===== src/rtl/cp0_exc_ctrl.sv =====
// CP0 exception/interrupt controller: Status, Cause, EPC, BadVAddr,
// Count/Compare timer, exception entry and return sequencing.
module cp0_exc_ctrl #(
  parameter int          NUM_HW_INT   = 5,
  parameter int          COUNT_DIV    = 2,
  parameter logic [31:0] HANDLER_ADDR = 32'h0000_0020
) (
  input  logic                  clk,
  input  logic                  rst,
  input  logic [31:0]           pc,
  input  logic                  exc_req,
  input  logic [4:0]            exc_code,
  input  logic [31:0]           bad_vaddr,
  input  logic                  eret,
  input  logic [NUM_HW_INT-1:0] hw_int,
  input  logic                  mtc0_we,
  input  logic [4:0]            mtc0_addr,
  input  logic [31:0]           mtc0_wdata,
  input  logic [4:0]            mfc0_addr,
  output logic [31:0]           mfc0_rdata,
  output logic                  exc_taken,
  output logic [31:0]           handler_pc,
  output logic [31:0]           epc,
  output logic                  exl
);

  localparam logic [4:0] A_BVA = 5'd8;
  localparam logic [4:0] A_CNT = 5'd9;
  localparam logic [4:0] A_CMP = 5'd11;
  localparam logic [4:0] A_STS = 5'd12;
  localparam logic [4:0] A_CAU = 5'd13;
  localparam logic [4:0] A_EPC = 5'd14;
  localparam logic [31:0] DIV_LAST = 32'(COUNT_DIV - 1);

  logic [7:0]            im_q, im_d;
  logic                  exl_q, exl_d;
  logic                  ie_q, ie_d;
  logic                  tim_q, tim_d;
  logic [NUM_HW_INT-1:0] hw_q;
  logic [1:0]            sw_q, sw_d;
  logic [4:0]            code_q, code_d;
  logic [31:0]           epc_q, epc_d;
  logic [31:0]           bva_q, bva_d;
  logic [31:0]           cnt_q, cnt_d;
  logic [31:0]           cmp_q, cmp_d;
  logic [31:0]           psc_q, psc_d;

  logic [4:0]  hw5;
  logic [31:0] status_w;
  logic [31:0] cause_w;
  logic        irq_pending;
  logic        wr_sts, wr_cau, wr_cnt;
  logic        wr_cmp, wr_epc;
  logic        bva_code;

  always_comb begin
    hw5 = '0;
    hw5[NUM_HW_INT-1:0] = hw_q;
  end

  assign status_w = {16'b0, im_q, 6'b0, exl_q, ie_q};
  assign cause_w  = {16'b0, tim_q, hw5, sw_q,
                     1'b0, code_q, 2'b0};

  assign irq_pending = ie_q & ~exl_q
                     & (|(cause_w[15:8] & im_q));
  assign exc_taken   = exc_req | irq_pending;
  assign handler_pc  = HANDLER_ADDR;
  assign epc         = epc_q;
  assign exl         = exl_q;

  assign wr_sts = mtc0_we & (mtc0_addr == A_STS);
  assign wr_cau = mtc0_we & (mtc0_addr == A_CAU);
  assign wr_cnt = mtc0_we & (mtc0_addr == A_CNT);
  assign wr_cmp = mtc0_we & (mtc0_addr == A_CMP);
  assign wr_epc = mtc0_we & (mtc0_addr == A_EPC);
  assign bva_code = (exc_code == 5'd4)
                  | (exc_code == 5'd5);

  always_comb begin
    unique case (mfc0_addr)
      A_BVA:   mfc0_rdata = bva_q;
      A_CNT:   mfc0_rdata = cnt_q;
      A_CMP:   mfc0_rdata = cmp_q;
      A_STS:   mfc0_rdata = status_w;
      A_CAU:   mfc0_rdata = cause_w;
      A_EPC:   mfc0_rdata = epc_q;
      default: mfc0_rdata = 32'h0;
    endcase
  end

  // mtc0 applied first; exception/eret then override shared fields
  always_comb begin
    im_d   = im_q;
    exl_d  = exl_q;
    ie_d   = ie_q;
    tim_d  = tim_q;
    sw_d   = sw_q;
    code_d = code_q;
    epc_d  = epc_q;
    bva_d  = bva_q;
    cnt_d  = cnt_q;
    cmp_d  = cmp_q;
    psc_d  = psc_q;
    if (psc_q >= DIV_LAST) begin
      psc_d = 32'h0;
      cnt_d = cnt_q + 32'd1;
    end else begin
      psc_d = psc_q + 32'd1;
    end
    if (cnt_q == cmp_q) tim_d = 1'b1;
    if (wr_sts) begin
      im_d  = mtc0_wdata[15:8];
      exl_d = mtc0_wdata[1];
      ie_d  = mtc0_wdata[0];
    end
    if (wr_cau) sw_d = mtc0_wdata[9:8];
    if (wr_cnt) begin
      cnt_d = mtc0_wdata;
      psc_d = 32'h0;
    end
    if (wr_cmp) begin
      cmp_d = mtc0_wdata;
      tim_d = 1'b0;
    end
    if (wr_epc) epc_d = mtc0_wdata;
    if (exc_taken) begin
      if (!exl_q) begin
        exl_d = 1'b1;
        epc_d = pc;
      end
      code_d = exc_req ? exc_code : 5'd0;
      if (exc_req && bva_code) bva_d = bad_vaddr;
    end else if (eret) begin
      exl_d = 1'b0;
    end
  end

  always_ff @(posedge clk) begin
    if (rst) begin
      im_q   <= '0;
      exl_q  <= 1'b0;
      ie_q   <= 1'b0;
      tim_q  <= 1'b0;
      hw_q   <= '0;
      sw_q   <= '0;
      code_q <= '0;
      epc_q  <= '0;
      bva_q  <= '0;
      cnt_q  <= '0;
      cmp_q  <= 32'hFFFF_FFFF;
      psc_q  <= '0;
    end else begin
      im_q   <= im_d;
      exl_q  <= exl_d;
      ie_q   <= ie_d;
      tim_q  <= tim_d;
      hw_q   <= hw_int;
      sw_q   <= sw_d;
      code_q <= code_d;
      epc_q  <= epc_d;
      bva_q  <= bva_d;
      cnt_q  <= cnt_d;
      cmp_q  <= cmp_d;
      psc_q  <= psc_d;
    end
  end

endmodule


===== config.mk =====
export PLATFORM = sky130hd
export DESIGN_NAME = cp0_exc_ctrl
export DESIGN_NICKNAME = d
export VERILOG_FILES = /design/src/rtl/cp0_exc_ctrl.sv
export SDC_FILE = /design/constraint.sdc
export NUM_CORES = 1
export LEC_CHECK = 0
export CORE_ASPECT_RATIO = 0.9
export CORE_MARGIN = 5
export CORE_UTILIZATION = 45
export CTS_BUF_LIST = sky130_fd_sc_hd__clkbuf_16
export CTS_CLUSTER_DIAMETER = 60
export DETAILED_ROUTE_END_ITERATION = 8
export PLACE_DENSITY = 0.73
export RECOVER_POWER = 50
export SLEW_MARGIN = 40
export SYNTH_ARGS = -nofsm -noshare
export SYNTH_HDL_FRONTEND = slang
export SYNTH_SLANG_ARGS = --single-unit
export TNS_END_PERCENT = 50

===== constraint.sdc =====
create_clock -name clk -period 2.55 [get_ports clk]
set_input_delay 0.6375 -clock clk [delete_from_list [all_inputs] [get_ports clk]]
set_output_delay 0.6375 -clock clk [all_outputs]
set_load 0.005 [all_outputs]

==> run metrics, run 1 <==
Crit Path Class in -> out; Setup WS pre-CTS -0.616 ns; final slew viol count 0; synth-to-layout area growth 36.5%; final worst-path cycle share 0.997; Post-synth EDFFs 0; Required @ worst endpoint 1.91 ns; Fill cells 1651; Routed Antenna Nets 0; Residual DRC 0; synth unique cells 51; clk root buf clkbuf_16; first-pass detailed-route iteration total 5; Routability Congestion 0.927; crit path from mfc0_addr[4]; top cell type by total area after synthesis dfxtp_1; share of flip-flops with an asynchronous set or reset 0; CTS Hold Bufs 0; antenna cells 0; clk slew on worst S/H paths 0.07 ns; syn avg cell area 8.67 um^2; antenna violations before repair 0; later-pin clock latency in the skew report 0.44 ns; pin count of the biggest net entering global routing 127; DIE AREA 0.0220 mm^2; outcome completed; clock tree sinks 183; vias per cell 5.66; Chip Width 156 um; core box area 0.0190 mm^2; Cell Rows 48; Avg WL per Cell 19.5 um; final setup violation count 0; RSZ-0062 raised after global routing yes; final WL 28900 um; CTS max path bufs 2; max cap viols 0; worst reg2reg path endpoint cnt_q[20]$_SDFFE_PP0P_; H-tree lvl count 4; die height 141 um; CP max-delay cell nand3b_1; CP most frequent cell buf_6; Period minus WS final 2.54 ns; Crit path largest cell delay 0.18 ns; worst path arrival time 1.91 ns; Seq/Total Area, Yosys 0.426; Worst R2R Setup Slack 0.27 ns; Primary FF master, synth dfxtp_1; Non-Filler Instances 1486; leakage 4.49 nW; FF-to-FF path depth 4; via count 8412; CP Launch Type input pin; synthesized cell area 0.00861 mm^2; most common cell after layout, fill and taps aside dfxtp_1; Post-Place Cells 1437; Nets 1349; # port buffers 186; Final WS setup 0.00666 ns; first-pass GRT wire length 43700 um; Register Area 0.00367 mm^2; Gate Count Post-Synth 993; overall routing resource usage 0.252; pwr/cell area 529 mW/mm^2; GR Overflow Total 0; TritonCTS Buffers 17; area occupied by multi-input gates 0.00472 mm^2; vias in the first global route 7792; FF+latch count, synth 183; Slew HR 0.0870; skew final 0.0109 ns; Post-Route Setup TNS 0 ns; HP Class reg -> reg; CP cell instances buf_6, nand3b_1, buf_4, nor2_4, buf_6, buf_12, buf_8, a22oi_1, nand2_1, buf_2; peak supply drop 0.401 mV; Fmax achieved 393 MHz; worst setup path end mfc0_rdata[0]; share of layout cells above drive strength 1 0.133; Synth area leaders dfxtp_1, nand2_1, mux2i_1; Worst Setup End Kind primary output; most frequent cells in the layout dfxtp_1, nand2_1, clkdlybuf4s50_1; R2R Path Start cnt_q[8]$_SDFFE_PP0P_; yosys warns 0; CTS tree built; Worst-Margin Slew 1.37 ns; DRT iter0 DRCs 652; Final Hold Fails 0; Detail Placement HPWL 20500 um; post-synth top area share 0.426; Initial Utilization 0.453; I/O Pins 219; Max FO, Critical Path 8
[area by class of cell]
type	count	share of cell area
inverter	9	0.00288
tap	250	0.0266
timing repair buffer	260	0.211
clock buffer	17	0.0362
multi-input combinational	753	0.402
sequential	183	0.312
clock inverter	14	0.00959
[cells by family after synthesis]
family                   after synthesis  share of synthesized area
buffers and inverters                116                     0.0663
AND/OR/NAND/NOR                      375                      0.208
adder cells (fa/ha/maj)                4                    0.00582
AO/OA/AOI/OAI                        221                      0.193
flip-flops                           183                      0.426
other                                  2                   0.000873
XOR/XNOR                              51                     0.0519
multiplexers                          41                     0.0477
[report_power, final]
group / internal (mW) / total, mW / switching (mW) / leakage [nW]
registers: 2.96 / 3.06 / 0.0989 / 1.50
logic: 0.387 / 0.697 / 0.310 / 2.73
clock network: 1.33 / 2.45 / 1.13 / 0.263
[synthesized netlist by cell type (8+ instances only)]
library cell	number
dfxtp_1	183
nand2_1	157
nor2_1	89
clkbuf_1	61
a211oi_1	45
mux2i_1	41
a21oi_1	40
a22oi_1	39
xnor2_1	38
buf_4	33
nand3b_1	33
nand3_1	20
a221o_1	17
a22o_1	17
nand4_1	15
xor2_1	13
o21ai_0	12
nor4_1	11
a311oi_1	10
buf_2	9
inv_1	9
o211ai_1	8
or4_1	8
[worst min path at each step]
stage,start,to,slack [ns],depth (start not counted)
floorplan,psc_q[0]$_SDFF_PP0_,psc_q[0]$_SDFF_PP0_,0.43,1
global placement,bva_q[6]$_SDFFE_PP0P_,bva_q[6]$_SDFFE_PP0P_,0.44,2
detailed placement,bva_q[5]$_SDFFE_PP0P_,bva_q[5]$_SDFFE_PP0P_,0.45,2
CTS,bva_q[20]$_SDFFE_PP0P_,bva_q[20]$_SDFFE_PP0P_,0.46,2
global route,bva_q[6]$_SDFFE_PP0P_,bva_q[6]$_SDFFE_PP0P_,0.48,2
finish,bva_q[5]$_SDFFE_PP0P_,bva_q[5]$_SDFFE_PP0P_,0.46,2
[critical path, delay by kind of cell]
family / cells / cell delay (ns)
simple gates: 3 / 0.42
buf+inv: 6 / 0.77
compound gates: 1 / 0.07
[timing repair]
| item | in CTS | in global routing |
|---|---|---|
| endpoints found under the hold margin | 0 | 0 |
| pin swaps | 25 | 13 |
| endpoints found under the setup margin | 33 | 33 |
| buffers inserted | 12 | 3 |
| gates cloned | 3 | 1 |
| gates resized for setup | 181 | 12 |
[stage by stage]
stage / power (mW) / instance area [um^2] / util / hold slack (ns)
floorplan: 3.39 / 8830 / - / 0.433
global placement: 3.80 / 11000 / 0.582 / 0.443
detailed placement: 3.81 / 11000 / 0.582 / 0.448
CTS: 6.24 / 11700 / 0.618 / 0.460
global route: 6.42 / 11700 / 0.619 / 0.479
finish: 6.21 / 11700 / 0.619 / 0.461
[state kept, by name, indices dropped and copies added (netlist names)]
| name | cells |
|---|---|
| ie_q | 1 |
| cnt_q | 32 |
| bva_q | 32 |
| sw_q | 2 |
| psc_q | 32 |
| epc | 32 |
| code_q | 5 |
| im_q | 8 |
| cmp_q | 32 |
| exl | 1 |
| hw5 | 5 |
| tim_q | 1 |
[per-layer routing]
metal / share of wire / vias to the layer above / track usage
li1: - / 3949 / -
met1: 0.44 / 4031 / 0.359
met2: 0.46 / 399 / 0.387
met3: 0.094 / 33 / 0.0519
met4: 0.013 / 0 / 0.0723
met5: 0 / - / 0
Power figures use the tool's default switching activity.
==> run 2: changes to the inputs <==
--- a/config.mk
+++ b/config.mk
@@ -5,13 +5,14 @@
 export SDC_FILE = /design/constraint.sdc
 export NUM_CORES = 1
 export LEC_CHECK = 0
+export ABC_AREA = 1
 export CORE_ASPECT_RATIO = 0.9
 export CORE_MARGIN = 5
 export CORE_UTILIZATION = 45
 export CTS_BUF_LIST = sky130_fd_sc_hd__clkbuf_16
 export CTS_CLUSTER_DIAMETER = 60
 export DETAILED_ROUTE_END_ITERATION = 8
-export PLACE_DENSITY = 0.73
+export PLACE_DENSITY = 0.72
 export RECOVER_POWER = 50
 export SLEW_MARGIN = 40
 export SYNTH_ARGS = -nofsm -noshare
==> run 2 against run 1 <==
Against the previous run:
- non-clock buffer count fell by 30
- clock power up 17%
- worst hold slack got worse by 0.0028 ns
- combinational power up 18%
- final cell count rose by 30%
- via count grew 18%
- sequential share of layout area is 2.0 points lower
- flip-flop and latch count unchanged
- clock-buffer cell count unchanged
- clock skew is 0.0017 ns higher
- highest routed layer unchanged
==> run metrics, run 2 <==
most numerous cell in the Yosys netlist nand2_1 (was dfxtp_1); synthesized cell area 0.00957 mm^2 (was 0.00861 mm^2); M3 GR Usage 0.0676 (was 0.0519); Seq/Total Area, Yosys 0.383 (was 0.426); Post-synth EDFFs 0 (unchanged); pin count of the biggest net entering global routing 103 (was 127); synth unique cells 37 (was 51); I/O Pins 219 (unchanged); GR peak layer met1 (was met2); Non-Filler Instances 1929 (was 1486); final slew viol count 0 (unchanged); TritonCTS Buffers 17 (unchanged); Period minus WS final 2.47 ns (was 2.54 ns); peak supply drop 0.381 mV (was 0.401 mV); Pwr Total 6.74 mW (was 6.21 mW); CTS max path bufs 2 (unchanged); FF-to-FF path depth 10 (was 4); antenna violations before repair 1 (was 0); Synth area leaders dfxtp_1, nand2_1, nor2_1 (was dfxtp_1, nand2_1, mux2i_1); outcome completed (unchanged); Post-Place Cells 1888 (was 1437); CTS tree built (unchanged); leakage 5.45 nW (was 4.49 nW); CP cell instances clkbuf_2, nor2_4, nand3_2, nor2_4, buf_6, buf_12, a22oi_2, o211ai_1, buf_2 (was buf_6, nand3b_1, buf_4, nor2_4, buf_6, buf_12, buf_8, a22oi_1, nand2_1, buf_2); vias in the first global route 8981 (was 7792); skew final 0.0126 ns (was 0.0109 ns); top cell type by total area after synthesis dfxtp_1 (unchanged); pwr/cell area 537 mW/mm^2 (was 529 mW/mm^2); Residual DRC 0 (unchanged); clk slew on worst S/H paths 0.08 ns (was 0.07 ns); WHS Endpoint bva_q[4]$_SDFFE_PP0P_ (was bva_q[5]$_SDFFE_PP0P_); RSZ-0062 raised after global routing no (was yes); die height 148 um (was 141 um); Required @ worst endpoint 1.91 ns (about the same); DIE AREA 0.0243 mm^2 (was 0.0220 mm^2); synth-to-layout area growth 31.2% (was 36.5%); vias per cell 5.16 (was 5.66); yosys warns 0 (unchanged); first-pass detailed-route iteration total 6 (was 5); worst reg2reg path endpoint cnt_q[26]$_SDFFE_PP0P_ (was cnt_q[20]$_SDFFE_PP0P_); # port buffers 186 (unchanged); GR Util met1 0.404 (was 0.359); final setup violation count 0 (unchanged); Primary FF master, synth dfxtp_1 (unchanged); GR Overflow Total 0 (unchanged); CP most frequent cell nor2_4 (was buf_6); core box area 0.0208 mm^2 (was 0.0190 mm^2); Crit Path Class in -> out (unchanged); CP Buf/Inv Count 4 (was 6); Avg WL per Cell 17.3 um (was 19.5 um); Fill cells 1996 (was 1651); via count 9944 (was 8412); most common cell after layout, fill and taps aside nand2_1 (was dfxtp_1); HP Class reg -> reg (unchanged); most frequent cells in the layout nand2_1, nor2_1, dfxtp_1 (was dfxtp_1, nand2_1, clkdlybuf4s50_1); commonest cells in the netlist nand2_1, nor2_1, dfxtp_1 (was dfxtp_1, nand2_1, nor2_1); hold depth 2 (unchanged); first-pass GRT wire length 50800 um (was 43700 um); HP Start bva_q[4]$_SDFFE_PP0P_ (was bva_q[5]$_SDFFE_PP0P_); critical path depth 9 (was 10); clock tree sinks 183 (unchanged); overall routing resource usage 0.268 (was 0.252); clk root buf clkbuf_16 (unchanged); Routed Antenna Nets 0 (unchanged); Final Hold Fails 0 (unchanged); Initial Utilization 0.459 (was 0.453); R2R Path Start cnt_q[0]$_SDFFE_PP0P_ (was cnt_q[8]$_SDFFE_PP0P_); H-tree lvl count 4 (unchanged); Worst Setup End Kind primary output (unchanged); Detail Placement HPWL 24700 um (was 20500 um); later-pin clock latency in the skew report 0.44 ns (about the same); final WL 33300 um (was 28900 um); Worst-Margin Slew 1.43 ns (was 1.37 ns); share of flip-flops with an asynchronous set or reset 0 (unchanged); Cell Rows 50 (was 48); Chip Width 164 um (was 156 um); Gate Count Post-Synth 1419 (was 993); Post-Route Setup TNS 0 ns (unchanged); CP Launch Type input pin (unchanged); Routability Congestion 0.961 (was 0.927); post-synth top area share 0.383 (was 0.426); max cap viols 0 (unchanged); Nets 1754 (was 1349); Max FO, Critical Path 8 (unchanged); Fmax achieved 404 MHz (was 393 MHz); Slew HR 0.0465 (was 0.0870); Worst R2R Setup Slack 0.75 ns (was 0.27 ns); DRT iter0 DRCs 972 (was 652); syn avg cell area 6.74 um^2 (was 8.67 um^2); Crit path largest cell delay 0.17 ns (was 0.18 ns); FF+latch count, synth 183 (unchanged); share of layout cells above drive strength 1 0.103 (was 0.133); Crit path max-delay family buffers and inverters (unchanged); worst path arrival time 1.84 ns (was 1.91 ns); final worst-path cycle share 0.970 (was 0.997); GR Layer Usage met2 0.380 (was 0.387); CP max-delay cell buf_2 (was nand3b_1)
## run 2: repair_timing
item                       4_1_cts  5_1_grt
setup endpoints to repair       32       32
buffers inserted                 2        2
pin swaps                        7        8
hold buffers                     0        0
cloned                           3        1
gates resized for setup        155       17
## run 2: layout make-up
class / count / area (um^2) / share of cell area
clock inverter: 15 / 206 / 0.0164
inverter: 160 / 603 / 0.0481
multi-input combinational: 1037 / 5040 / 0.402
timing repair buffer: 230 / 2250 / 0.179
tap: 286 / 358 / 0.0285
clock buffer: 17 / 425 / 0.0339
antenna: 1 / 2.50 / 0.000199
sequential: 183 / 3660 / 0.292
## run 2: worst max-delay path by stage
| stage | slack (ns) | startpoint | to |
|---|---|---|---|
| after floorplan | 0.42 | mfc0_addr[4] | mfc0_rdata[11] |
| after global placement | -0.66 | mfc0_addr[4] | mfc0_rdata[15] |
| after detailed placement | -0.70 | mfc0_addr[4] | mfc0_rdata[5] |
| after CTS | -0.09 | mfc0_addr[4] | mfc0_rdata[0] |
| after global routing | 0.02 | mfc0_addr[0] | mfc0_rdata[10] |
| final | 0.08 | mfc0_addr[2] | mfc0_rdata[11] |
## run 2: cell families (layout without fill, tap and decap cells)
kind of cell	count (synthesis)	after routing	share of synthesized area
AND/OR/NAND/NOR	680	680	0.298
buffers and inverters	258	422	0.125
other	2	62	0.000785
flip-flops	183	183	0.383
AO/OA/AOI/OAI	262	262	0.160
XOR/XNOR	30	30	0.0275
adder cells (fa/ha/maj)	4	4	0.00523
## run 2: worst min-delay path: cells and delay by family (launching register included)
kind / cells / cell delay [ns]
compound gates: 1 / 0.06
buf+inv: 1 / 0.06
flops: 1 / 0.30
## run 2: through the flow
stage / hold WS, ns / utilization / instance area, um^2 / setup WS (ns)
after floorplan: 0.424 / - / 9790 / 0.421
after global placement: 0.440 / 0.569 / 11800 / -0.662
after detailed placement: 0.446 / 0.569 / 11800 / -0.701
after CTS: 0.456 / 0.600 / 12500 / -0.0879
after global routing: 0.472 / 0.602 / 12600 / 0.0162
final: 0.458 / 0.602 / 12600 / 0.0771
## run 2: where the power goes
part	total, mW	switching [mW]	internal [mW]	leakage (nW)
Combinational	0.821	0.417	0.405	3.65
Sequential	3.05	0.0865	2.96	1.50
Clock	2.87	1.28	1.59	0.306
Total	6.74	1.78	4.96	5.45
## run 2: per-layer routing
metal | share of wire | vias up
li1 | - | 4876
met1 | 0.47 | 4584
met2 | 0.41 | 433
met3 | 0.094 | 51
met4 | 0.022 | 0
met5 | 0 | -
==> run 3: changes to the inputs <==
--- a/config.mk
+++ b/config.mk
@@ -8,11 +8,12 @@
 export ABC_AREA = 1
 export CORE_ASPECT_RATIO = 0.9
 export CORE_MARGIN = 5
-export CORE_UTILIZATION = 45
+export CORE_UTILIZATION = 50
 export CTS_BUF_LIST = sky130_fd_sc_hd__clkbuf_16
 export CTS_CLUSTER_DIAMETER = 60
 export DETAILED_ROUTE_END_ITERATION = 8
-export PLACE_DENSITY = 0.72
+export HOLD_SLACK_MARGIN = 0.12
+export PLACE_DENSITY = 0.79
 export RECOVER_POWER = 50
 export SLEW_MARGIN = 40
 export SYNTH_ARGS = -nofsm -noshare
==> run 3 against run 2 <==
Against the previous run:
- the run now ends with setup timing left
- flip-flop and latch count did not move
- cell area grew 0.35%
- sequential share of layout area down 0.10 points
- first-iteration DRC count up 15%
- non-clock buffer count is 4 higher
- worst hold slack improved by 0.0030 ns
- routed wire length is 0.53% lower
- clock-buffer cell count unchanged
- sequential power about the same
- combinational power is 2% higher
- via count rose by 1.4%
- fmax decreased by 4.9%
==> run metrics, run 3 (synthesis gave the netlist of run 2 again) <==
die height 141 um (was 148 um); Post-Place Cells 1848 (was 1888); worst reg2reg path endpoint cnt_q[30]$_SDFFE_PP0P_ (was cnt_q[26]$_SDFFE_PP0P_); Crit path largest cell delay 0.30 ns (was 0.17 ns); CP Launch Type input pin (unchanged); Pwr Total 6.38 mW (was 6.74 mW); share of layout cells above drive strength 1 0.122 (was 0.103); most common cell after layout, fill and taps aside nand2_1 (unchanged); Max FO, Critical Path 10 (was 8); first-pass detailed-route iteration total 6 (unchanged); Initial Utilization 0.504 (was 0.459); I/O Pins 219 (unchanged); CP cell instances clkdlybuf4s15_2, inv_2, nor2_4, buf_6, nand2_2, bufbuf_16, o211ai_1, buf_2 (was clkbuf_2, nor2_4, nand3_2, nor2_4, buf_6, buf_12, a22oi_2, o211ai_1, buf_2); final WL 33100 um (was 33300 um); Crit Path Class in -> out (unchanged); Worst R2R Setup Slack 0.72 ns (was 0.75 ns); Register Area 0.00366 mm^2 (unchanged); vias in the first global route 9326 (was 8981); core box area 0.0190 mm^2 (was 0.0208 mm^2); HP Start bva_q[13]$_SDFFE_PP0P_ (was bva_q[4]$_SDFFE_PP0P_); Post-Route Setup TNS -0.238 ns (was 0 ns); CTS Hold Bufs 0 (unchanged); Final WS setup -0.0510 ns (was 0.0771 ns); via count 10100 (was 9944); Fill cells 1659 (was 1996); worst hold margin 0.461 ns (was 0.458 ns); hold depth 2 (unchanged); skew final 0.00845 ns (was 0.0126 ns); H-tree lvl count 4 (unchanged); overall routing resource usage 0.293 (was 0.268); pin count of the biggest net entering global routing 74 (was 103); peak supply drop 0.438 mV (was 0.381 mV); antenna violations before repair 0 (was 1); Required @ worst endpoint 1.91 ns (about the same); antenna cells 0 (was 1); Setup WS pre-CTS -0.712 ns (was -0.701 ns); CTS max path bufs 2 (unchanged); Final Hold Fails 0 (unchanged); R2R Path Start cnt_q[0]$_SDFFE_PP0P_ (unchanged); HP Class reg -> reg (unchanged); final instance area 0.0126 mm^2 (about the same); most frequent cells in the layout nand2_1, nor2_1, dfxtp_1 (unchanged); clk slew on worst S/H paths 0.06 ns (was 0.08 ns); Slew HR 0.369 (was 0.0465); Chip Width 156 um (was 164 um); Detail Placement HPWL 24300 um (was 24700 um); worst path arrival time 1.96 ns (was 1.84 ns); outcome finished, violations left (was completed); GR Overflow Total 0 (unchanged); max cap viols 0 (unchanged); Avg WL per Cell 17.5 um (was 17.3 um); vias per cell 5.32 (was 5.16); WHS Endpoint bva_q[13]$_SDFFE_PP0P_ (was bva_q[4]$_SDFFE_PP0P_); CTS tree built (unchanged); DIE AREA 0.0220 mm^2 (was 0.0243 mm^2); RSZ-0062 raised after global routing yes (was no); Cell Rows 48 (was 50); leakage 5.41 nW (was 5.45 nW); final slew viol count 0 (unchanged); placed cell areas 0.0117 mm^2 (was 0.0118 mm^2); failing checks setup timing; area occupied by multi-input gates 0.00520 mm^2 (was 0.00504 mm^2); later-pin clock latency in the skew report 0.44 ns (about the same); FF-to-FF path depth 10 (unchanged); DRT iter0 DRCs 1122 (was 972); # port buffers 186 (unchanged); Worst-Margin Slew 0.946 ns (was 1.43 ns); CP max-delay cell bufbuf_16 (was buf_2); synth-to-layout area growth 31.7% (was 31.2%); clock tree sinks 183 (unchanged); final worst-path cycle share 1.02 (was 0.970); Non-Filler Instances 1895 (was 1929); Routability Congestion 0.949 (was 0.961); Period minus WS final 2.60 ns (was 2.47 ns); TritonCTS Buffers 17 (unchanged); Worst Setup End Kind primary output (unchanged); first-pass GRT wire length 50700 um (was 50800 um); clk root buf clkbuf_16 (unchanged); Routed Antenna Nets 0 (unchanged); fin util 0.664 (was 0.602); Fmax achieved 384 MHz (was 404 MHz); Nets 1758 (was 1754); crit path from mfc0_addr[3] (was mfc0_addr[2]); final setup violation count 6 (was 0); Residual DRC 0 (unchanged); pwr/cell area 507 mW/mm^2 (was 537 mW/mm^2)
-- run 3: cell types whose count changed in the layout (fill, tap and decap cells not counted), moves of 6 or more --
cell,previous run,this run
a22oi_2,3,15
o221ai_1,18,12
a22oi_1,24,12
clkdlybuf4s50_1,139,148
a21oi_2,0,6
o221ai_2,4,10
dlygate4sd3_1,10,1
a21oi_1,99,93
-- run 3: metal layers --
metal	global-route usage	part of all wire	vias up
met4	0.0820	0.021	0
met1	0.417	0.44	4596
met3	0.0841	0.11	56
li1	-	-	4895
met2	0.435	0.44	541
met5	0	0	-
-- run 3: area by class of cell --
| type | count | share of cell area |
|---|---|---|
| Multi-Input combinational cell | 1037 | 0.413 |
| Sequential cell | 183 | 0.291 |
| Timing Repair Buffer | 234 | 0.181 |
| Inverter | 160 | 0.0481 |
| Clock buffer | 17 | 0.0338 |
| Tap cell | 250 | 0.0248 |
| Clock inverter | 14 | 0.00854 |
-- run 3: worst max-delay path: cells and delay by family --
kind	cells	cell delay (ns)
buf+inv	5	0.84
simple gates	2	0.23
compound gates	1	0.26
-- run 3: where the power goes --
group          internal, mW  switching, mW
Clock                  1.33           1.16
Sequential             2.97         0.0917
Combinational         0.413          0.422
-- run 3: repair_timing --
| action | CTS | global route |
|---|---|---|
| gates resized for setup | 162 | 53 |
| setup endpoints to repair | 32 | 31 |
| gates cloned | 6 | 0 |
| pin swaps | 6 | 6 |
| buffers inserted | 10 | 1 |
-- run 3: how the worst max path moves through the flow --
stage	to	slack [ns]	cells after the start
6_report	mfc0_rdata[14]	-0.05	8
5_1_grt	mfc0_rdata[15]	-0.09	9
4_1_cts	mfc0_rdata[7]	-0.05	10
3_5_place_dp	mfc0_rdata[12]	-0.71	9
3_3_place_gp	mfc0_rdata[14]	-0.65	9
2_1_floorplan	mfc0_rdata[11]	0.42	5
